[config.mk]
export PLATFORM = sky130hd
export DESIGN_NAME = dpram_access_ctrl
export DESIGN_NICKNAME = d
export VERILOG_FILES = /design/src/rtl/dpram_access_ctrl.sv
export SDC_FILE = /design/constraint.sdc
export NUM_CORES = 1
export LEC_CHECK = 0
export CAP_MARGIN = 20
export CORE_MARGIN = 2
export CORE_UTILIZATION = 40
export CTS_BUF_LIST = sky130_fd_sc_hd__clkbuf_4
export CTS_CLUSTER_SIZE = 30
export DETAILED_ROUTE_END_ITERATION = 6
export PLACE_DENSITY = 0.81
export SKIP_LAST_GASP = 1
export SLEW_MARGIN = 15
export SYNTH_ARGS = -nofsm -noshare
export SYNTH_HDL_FRONTEND = slang
export SYNTH_SLANG_ARGS = --single-unit
[constraint.sdc]
create_clock -name clk -period 1.9 [get_ports clk]
set_input_delay 0.475 -clock clk [delete_from_list [all_inputs] [get_ports clk]]
set_output_delay 0.475 -clock clk [all_outputs]
set_load 0.02 [all_outputs]
[src/rtl/dpram_access_ctrl.sv]
// Round-robin access controller that drives one dual-port RAM command at a time
// on behalf of two req/ack clients and returns read data with a valid strobe.
module dpram_access_ctrl #(
  parameter int AW     = 5,
  parameter int DW     = 8,
  parameter int RD_LAT = 1
) (
  input  logic          clk,
  input  logic          rst,
  input  logic          a_req,
  input  logic          a_we,
  input  logic [AW-1:0] a_addr,
  input  logic [DW-1:0] a_wdata,
  output logic          a_ack,
  output logic [DW-1:0] a_rdata,
  output logic          a_rvalid,
  input  logic          b_req,
  input  logic          b_we,
  input  logic [AW-1:0] b_addr,
  input  logic [DW-1:0] b_wdata,
  output logic          b_ack,
  output logic [DW-1:0] b_rdata,
  output logic          b_rvalid,
  output logic [AW-1:0] ram_addr,
  output logic [DW-1:0] ram_data_in,
  output logic          ram_wr_en,
  output logic          ram_a_enb,
  output logic          ram_b_enb,
  input  logic [DW-1:0] ram_dout_a,
  input  logic [DW-1:0] ram_dout_b
);

  typedef enum logic [1:0] {IDLE, ISSUE, WAIT, RESP} state_t;

  localparam logic [1:0] CNT_INIT = 2'(RD_LAT - 1);

  state_t     state;
  logic       sel_b;
  logic       sel_we;
  logic       last_b;
  logic [1:0] cnt;
  logic       pick_b;

  // On a tie, the client that did not win last time is picked.
  assign pick_b = b_req && !(a_req && last_b);

  always_ff @(posedge clk) begin
    if (rst) begin
      state       <= IDLE;
      sel_b       <= 1'b0;
      sel_we      <= 1'b0;
      last_b      <= 1'b1;
      cnt         <= 2'd0;
      a_ack       <= 1'b0;
      b_ack       <= 1'b0;
      a_rdata     <= '0;
      b_rdata     <= '0;
      a_rvalid    <= 1'b0;
      b_rvalid    <= 1'b0;
      ram_addr    <= '0;
      ram_data_in <= '0;
      ram_wr_en   <= 1'b0;
      ram_a_enb   <= 1'b0;
      ram_b_enb   <= 1'b0;
    end else begin
      a_ack     <= 1'b0;
      b_ack     <= 1'b0;
      a_rvalid  <= 1'b0;
      b_rvalid  <= 1'b0;
      ram_wr_en <= 1'b0;
      ram_a_enb <= 1'b0;
      ram_b_enb <= 1'b0;
      case (state)
        IDLE: begin
          if (a_req || b_req) begin
            sel_b       <= pick_b;
            last_b      <= pick_b;
            sel_we      <= pick_b ? b_we : a_we;
            ram_addr    <= pick_b ? b_addr : a_addr;
            ram_data_in <= pick_b ? b_wdata : a_wdata;
            ram_wr_en   <= pick_b ? b_we : a_we;
            ram_a_enb   <= !pick_b;
            ram_b_enb   <= pick_b;
            a_ack       <= !pick_b;
            b_ack       <= pick_b;
            state       <= ISSUE;
          end
        end
        ISSUE: begin
          if (sel_we) begin
            state <= IDLE;
          end else begin
            cnt   <= CNT_INIT;
            state <= WAIT;
          end
        end
        WAIT: begin
          // The last WAIT cycle is the one where the RAM output is valid.
          if (cnt == 2'd0) begin
            if (sel_b) begin
              b_rdata  <= ram_dout_b;
              b_rvalid <= 1'b1;
            end else begin
              a_rdata  <= ram_dout_a;
              a_rvalid <= 1'b1;
            end
            state <= RESP;
          end else begin
            cnt <= cnt - 2'd1;
          end
        end
        RESP: state <= IDLE;
        default: state <= IDLE;
      endcase
    end
  end

endmodule

## Word level (Yosys, flattened, before mapping)

Cells that the tools add are included.
Widths: inputs -> output; s select.

- Flip-flop bits (word level): 41
- Input bits: 48
- Output and inout bits: 36
- Word-level logic and storage cells: 54

- Add/sub/neg operators: 1
- Eq/ne operators: 7
- Muxes and demuxes: 12
- Bitwise gates (word level): 5
- Reductions and logical operators: 15

Operators with widths:

| operator | count |
|---|---|
| $mux 2 | 5 |
| $reduce_and 3->1 | 3 |
| $mux 8 | 1 |
| $ne 2x2->1 const B | 4 |
| $pmux 2 s4 | 1 |
| $reduce_or 3->1 | 2 |
| $mux 5 | 1 |
| $not 1->1 | 5 |
| $eq 2x2->1 const B | 2 |
| $logic_not 2->1 | 2 |
| $pmux 2 s2 | 1 |
| $reduce_and 2->1 | 2 |
| $mux 1 | 3 |
| $eq 2x1->1 const B | 1 |
| $logic_and 1x1->1 | 2 |
| $logic_not 1->1 | 2 |
| $reduce_bool 2->1 | 1 |
| $sub 2x1->2 const B | 1 |
| $logic_or 1x1->1 | 1 |

## Logic depth before layout (Yosys ltp)

Gate-level depths: netlist of run 1.

- Word-level depth: 4
- Mapped depth: 7
- Depth with buffers taken out: 5

## Least setup slack after synthesis of run 1

No wires, ideal clock.

- Path type: input-to-reg
- Start point: input port rst
- End point: register sel_we
- Setup time: 0.122 ns
- Data arrival time: 1.415 ns
- Required time: 1.778 ns
- Slack: 0.363 ns
- Stages on the path: 6
- Buffers on the path: 3
- Cells stage by stage: buf_2 -> nor3_2 -> and3_1 -> buf_6 -> buf_6 -> a221o_1

RTL lines:

| item | line | RTL |
|---|---|---|
| from (decl) | 9 | `input logic rst,` |
| to (signal assigned) | 78 | `sel_we <= pick_b ? b_we : a_we;` |
| to (decl) | 39 | `logic sel_we;` |

## Final worst setup path of run 1

- Start point: register ram_addr[1]
- End point: output port ram_addr[1]

RTL lines:

| item | line | RTL |
|---|---|---|
| from (decl) | 24 | `output logic [AW-1:0] ram_addr,` |
| from (signal assigned) | 79 | `ram_addr <= pick_b ? b_addr : a_addr;` |

No word-level cell between the ends.

==> run_results.csv, run 1 <==
group,metric,value,unit
outcome,status,"complete, no violations",
global_routing,met3_usage,5.00,%
min_path,min_to,"b_rdata[6]",
cts,cts_max_path_buffers,2,
cts,path_clk_slew,0.12,ns
layout,drive_gt1_share,7.81,%
global_routing,grt_pass1_vias,1465,
global_routing,grt-busiest-layer,"met2",
layout,fin_area,2550,sq um
timing,worstMarginPinSlew,0.539,ns
min_path,min_from,"b_rdata[6]",
power,irDropWorstVdd,0.491,mV
placed_design,port_buffers,83,
layout,nNetsFinal,304,
timing,tns,0,ns
global_routing,grt_pass1_wl,6.84,mm
timing,whs,0.459,ns
worst_setup_path,cp_top_family,"buffers and inverters",
timing,skew,0.00408,ns
layout,diodes,0,
job,max_cap_violations,0,
layout,area_delta_synth_final,59.1,%
route,first_pass_iters,4,
die,rows,22,
min_path,hp-class,"flop to flop",
worst_setup_path,endpoint_kind,"primary output",
yosys,ys_types,33,
power,powerDensity,816,nW/um^2
min_path,hold_depth,2,
yosys,syn_area,1600,sq um
yosys,synth.avg_cell_area,9.31,sq um
timing,hold_viol_final,0,
power,power_leakage,0.00100,uW
route,vias_per_cell,5.06,
global_routing,grt_max_degree,25,
worst_setup_path,crit_buf_inv,1,
worst_setup_path,worstPathCellList,"clkdlybuf4s50_1",
cts,clk_latency,0.35,ns
yosys,yosys_warnings,0,
global_routing,use_met2,36.1,%
cts,cts_tree,"yes",
die,start_util,42.8,%
cts,htreeDepth,2,
die,die-area,4530,sq um
power,power,2080,uW
cts,root_buffer,"clkbuf_4",
route,antenna_left,0,
route,drc,0,
placed_design,hpwl,3.17,mm
global_routing,met1_usage,23.2,%
cts,cts_buffers,5,
layout,fillers,319,
timing,fin_crit,1.80,ns
cts,cts_hold_buffers,0,
worst_setup_path,max_stage_delay,0.61,ns
cts,cts_sinks,41,
die,die_w,67.3,um
worst_setup_path,worstSetupStartpointType,"flop",
timing,fin_crit_sh,95.0,%
route,wl_per_cell,13.9,um
timing,drv_slew,0,
die,dieHeight,67.3,um
yosys,synth_nets,221,
timing,grt_setup_unrepaired,"no",
worst_setup_path,r2r_cells,3,
placed_design,post_dp_cell_area,2470,sq um
yosys,ys_ff_latch,41,
route,vias,1537,
yosys,seq_area_frac_synth,51.2,%
global_routing,antenna_found_initial,0,
global_routing,grt_overflow,0,
cts,post_cts_resized,0,
global_routing,track_usage,20.4,%
worst_setup_path,critPathRequiredTime,1.42,ns
worst_setup_path,r2r_end,"ram_addr[1]",
timing,slew_headroom,64.1,%
route,drt_wl_total,4.22,mm
worst_setup_path,worstSetupPathType,"flop to primary output",
timing,setup_viol,0,
worst_setup_path,critical-path-slowest-cell,"clkdlybuf4s50_1",
worst_setup_path,worst_ep_arrival_time,1.33,ns
die,pin_count,84,
yosys,syn-instance-count,172,
worst_setup_path,ff2ff_setup_slack,0.30,ns
placed_design,place_congestion,0.719,
layout,layout_common_cells,"83 x clkdlybuf4s50_1, 41 x dfxtp_1, 33 x nand2_1, 22 x a21oi_1, 13 x and3_1",
route,drtIter0Drc,59,
worst_setup_path,cp_max_fo,2,
worst_setup_path,crit_cells,1,
die,core-area,3740,sq um
layout,final_common_cell,"clkdlybuf4s50_1",
cts,post_cts_buffers,0,
timing,fmaxAchievable,554,MHz
-- tightest hold or removal path, cell delays in order, from the launching register on --
cell and delay (ns):
dfxtp_1 0.33, nand2_1 0.05, a21oi_1 0.05
-- per-stage QoR --
| stage | utilization (%) | setup WS, ns | instances |
|---|---|---|---|
| 2_1_floorplan | - | 0.363 | 172 |
| 3_3_place_gp | 65.9 | -0.127 | 296 |
| 3_5_place_dp | 65.9 | -0.196 | 296 |
| 4_1_cts | 68.0 | 0.0698 | 304 |
| 5_1_grt | 68.0 | 0.0451 | 304 |
| 6_report | 68.0 | 0.0954 | 304 |
-- power by group --
group	total [uW]	leakage (uW)	switching [uW]	internal, uW
Combinational	520	0.000624	232	288
Sequential	996	0.000335	60.2	935
Clock	563	0.0000433	275	288
Total	2080	0.00100	567	1510
-- Yosys cell counts --
| cell | n | area share [%] |
|---|---|---|
| nand4b_1 | 1 | 0.55 |
| nor3_2 | 1 | 0.63 |
| nand2_1 | 33 | 7.7 |
| a21boi_1 | 1 | 0.47 |
| o21ai_1 | 1 | 0.31 |
| inv_1 | 5 | 1.2 |
| buf_6 | 2 | 1.4 |
| a21oi_1 | 22 | 6.9 |
| a21o_1 | 2 | 0.94 |
| buf_4 | 3 | 1.4 |
| nor2_1 | 4 | 0.94 |
| nand4bb_1 | 1 | 0.70 |
| and3_1 | 13 | 5.1 |
| nor4b_1 | 1 | 0.55 |
| a21oi_2 | 1 | 0.55 |
| or2_1 | 1 | 0.39 |
| nor3b_1 | 1 | 0.47 |
| mux2i_1 | 2 | 1.3 |
| or2b_1 | 1 | 0.47 |
| a211oi_1 | 2 | 0.94 |
| clkbuf_1 | 6 | 1.4 |
| a221o_1 | 12 | 7.5 |
| buf_1 | 1 | 0.23 |
| a2111oi_0 | 2 | 1.1 |
| and4b_1 | 1 | 0.63 |
| buf_2 | 4 | 1.3 |
| dfxtp_1 | 41 | 51 |
| nand3_1 | 1 | 0.31 |
| ha_1 | 1 | 0.78 |
| nor2_2 | 1 | 0.39 |
| and4bb_1 | 1 | 0.78 |
| and2_1 | 2 | 0.78 |
| nor3b_2 | 1 | 0.78 |
-- logic make-up (layout without fill, tap and decap cells) --
family	after synthesis	count (layout)	synth area share, %
AND/OR/NAND/NOR	64	64	21.2
AO/OA/AOI/OAI	43	43	18.7
flip-flops	41	41	51.3
buffers and inverters	21	105	6.87
multiplexers	2	2	1.25
adder cells (fa/ha/maj)	1	1	0.781
-- layer usage --
metal / vias up / wire length, um
met5: - / 0
met3: 6 / 187
li1: 773 / -
met4: 0 / 63
met1: 725 / 1730
met2: 33 / 2240
-- flip-flops by register name (all words and copies together), names as in the netlist, 2 cells and up, named ones only --
signal       count
a_rdata          8
b_rdata          8
ram_data_in      8
ram_addr         5
cnt              2
-- final cells by class --
type	instances	area (sq um)	share of cell area [%]
Inverter	5	18.8	0.737
Sequential cell	41	821	32.2
Timing Repair Buffer	92	898	35.3
Tap cell	48	60.1	2.36
Clock buffer	6	45.0	1.77
Multi-Input combinational cell	110	671	26.3
Clock inverter	2	33.8	1.33
-- how the worst max path moves through the flow --
stage,start,end,slack (ns)
after global routing,ram_addr[1],ram_addr[1],0.05
after CTS,ram_addr[1],ram_addr[1],0.07
final,ram_addr[1],ram_addr[1],0.1
after detailed placement,b_req,ram_addr[1],-0.20
after floorplan,rst,sel_we,0.36
after global placement,b_req,ram_addr[0],-0.13
No activity file was read; power rests on OpenSTA's default activity.
==> inputs of run 2 (changes only) <==
--- a/config.mk
+++ b/config.mk
@@ -7,11 +7,11 @@
 export LEC_CHECK = 0
 export CAP_MARGIN = 20
 export CORE_MARGIN = 2
-export CORE_UTILIZATION = 40
-export CTS_BUF_LIST = sky130_fd_sc_hd__clkbuf_4
+export CORE_UTILIZATION = 39
 export CTS_CLUSTER_SIZE = 30
 export DETAILED_ROUTE_END_ITERATION = 6
-export PLACE_DENSITY = 0.81
+export PLACE_DENSITY = 0.79
+export REMOVE_ABC_BUFFERS = 1
 export SKIP_LAST_GASP = 1
 export SLEW_MARGIN = 15
 export SYNTH_ARGS = -nofsm -noshare
==> run 2 against run 1 <==
Via count down 1.3%. Clock power down 3%. Sequential share of layout area down 0.095 points. Worst hold slack worse by 0.0053 ns. Cell area up 0.29%. Sequential power about the same. Core utilization down 3.7 points. Largest cell class unchanged.
==> run_results.csv, run 2 (synthesis results as in run 1) <==
group,metric,value,unit
layout,final_common_cell,"clkdlybuf4s50_1",
route,vias,1517,
min_path,hold_depth,2,
worst_setup_path,endpoint_kind,"flop",
power,power.share.combinational,25.2,%
die,die-area,4630,sq um
power,p_int,1480,uW
worst_setup_path,ff2ff_setup_slack,0.34,ns
global_routing,grt_pass1_wl,6.04,mm
timing,drv_slew,0,
worst_setup_path,worst_ep_arrival_time,1.96,ns
route,antenna_left,0,
power,power,2060,uW
timing,hold_viol_final,0,
route,drc,0,
route,drtIter0Drc,57,
power,power_frac_clock,26.5,%
placed_design,post_dp_cell_area,2470,sq um
global_routing,grt_pass1_vias,1328,
outcome,status,"complete, no violations",
global_routing,grt_overflow,0,
layout,layout_common_cells,"83 x clkdlybuf4s50_1, 41 x dfxtp_1, 33 x nand2_1, 22 x a21oi_1, 13 x and3_1",
die,start_util,40.3,%
die,dieHeight,68.1,um
cts,cts_tree,"yes",
cts,post_cts_buffers,0,
min_path,hp-class,"flop to flop",
layout,area_delta_synth_final,59.5,%
route,first_pass_iters,4,
timing,worstMarginPinSlew,0.547,ns
job,max_cap_violations,0,
layout,fillers,342,
placed_design,port_buffers,83,
layout,final-seq-area,821,sq um
die,rows,23,
timing,setup_slack,0.131,ns
worst_setup_path,worstSetupStartpointType,"input port",
timing,fin_crit_sh,93.1,%
worst_setup_path,cp_max_fo,15,
worst_setup_path,worstSetupPathType,"input port to flop",
route,wl_per_cell,13.0,um
route,vias_per_cell,4.99,
timing,whs,0.454,ns
layout,multi_input_area,671,sq um
worst_setup_path,critical-path-slowest-cell,"clkdlybuf4s50_1",
worst_setup_path,worstPathCellList,"clkdlybuf4s50_1 > or2b_1 > and3_1 > a221o_1",
layout,reg_top3,"a_rdata: 8 flops, b_rdata: 8 flops, ram_data_in: 8 flops",
timing,slew_headroom,63.5,%
cts,clk_latency,0.30,ns
timing,fin_crit,1.77,ns
layout,nNetsFinal,302,
worst_setup_path,r2r_cells,3,
power,p_seq_share,48.3,%
cts,path_clk_slew,0.08,ns
placed_design,hpwl,2.96,mm
die,die_w,68.1,um
power,irDropWorstVdd,0.495,mV
power,p_switching,581,uW
cts,cts_hold_buffers,0,
worst_setup_path,r2r_end,"ram_data_in[0]",
layout,drive_gt1_share,7.48,%
cts,post_cts_resized,0,
timing,skew,0.00998,ns
worst_setup_path,critPathRequiredTime,2.09,ns
power,powerDensity,806,nW/um^2
timing,setup_viol,0,
timing,grt_setup_unrepaired,"no",
cts,root_buffer,"clkbuf_8",
worst_setup_path,setup.worst_path.end,"ram_data_in[0]",
cts,cts_buffers,5,
global_routing,antenna_found_initial,0,
placed_design,dp_slack,-0.175,ns
route,drt_wl_total,3.96,mm
timing,fmaxAchievable,565,MHz
global_routing,track_usage,17.5,%
global_routing,grt_max_degree,25,
timing,tns,0,ns
cts,cts_max_path_buffers,2,
die,pin_count,84,
layout,fin_area,2550,sq um
power,swShare,28.2,%
power,power_leakage,0.000997,uW
layout,diodes,0,
cts,htreeDepth,2,
worst_setup_path,startpoint,"b_req",
placed_design,place_congestion,0.781,
die,core-area,3970,sq um
cts,cts_sinks,41,
worst_setup_path,max_stage_delay,0.48,ns
[run 2: cell count changes in the layout (fill, tap and decap cells not counted)]
cell / before / now
buf_12: 0 / 1
buf_4: 9 / 6
bufinv_16: 1 / 0
clkbuf_4: 6 / 0
clkbuf_8: 0 / 5
clkinv_1: 1 / 0
clkinv_2: 0 / 2
clkinvlp_4: 0 / 1
[run 2: critical path, delay by kind of cell]
kind,cells,cell delay [ns]
compound gates,1,0.42
buf+inv,1,0.48
simple gates,2,0.58
[run 2: metal layers]
layer  share of wire [%]  GRT usage (%)  up-vias
met2                  47           29.4       66
met5                   0              0        -
li1                    -              -      762
met4                 1.2           6.00        0
met3                 9.3           6.91        4
met1                  42           20.2      685
[run 2: power by group through the flow]
stage | clock network, uW | registers [uW] | logic, uW
after detailed placement | 0 | 1010 | 520
after global placement | 0 | 1010 | 512
after CTS | 558 | 996 | 522
after floorplan | 0 | 1080 | 149
final | 546 | 995 | 518
after global routing | 587 | 1010 | 556
[run 2: area by class of cell]
class	count	share of cell area, %
flip-flops and latches	41	32.1
well taps	50	2.45
clock inverters	3	0.686
inverters	5	0.735
clock buffers	5	2.69
repair buffers	90	35.1
multi-input cells	110	26.2
[run 2: per-stage QoR]
stage	cells	util (%)
final	304	64.3
after global placement	296	62.2
after floorplan	156	-
after global routing	304	64.3
after detailed placement	296	62.2
after CTS	304	64.3
[run 2: worst min path at each step]
| stage | from | end | slack, ns |
|---|---|---|---|
| floorplan | last_b | last_b | 0.44 |
| global placement | b_rdata[4] | b_rdata[4] | 0.44 |
| detailed placement | a_rdata[6] | a_rdata[6] | 0.45 |
| CTS | a_rdata[6] | a_rdata[6] | 0.46 |
| global route | b_rdata[2] | b_rdata[2] | 0.48 |
| finish | b_rdata[6] | b_rdata[6] | 0.45 |
==> inputs of run 3 (changes only) <==
--- a/config.mk
+++ b/config.mk
@@ -8,6 +8,7 @@
 export CAP_MARGIN = 20
 export CORE_MARGIN = 2
 export CORE_UTILIZATION = 39
+export CTS_BUF_LIST = sky130_fd_sc_hd__clkbuf_8 sky130_fd_sc_hd__clkbuf_16
 export CTS_CLUSTER_SIZE = 30
 export DETAILED_ROUTE_END_ITERATION = 6
 export PLACE_DENSITY = 0.79
==> results of run 3 <==
No change in the layout: final DEF, timing and power equal those of run 2.
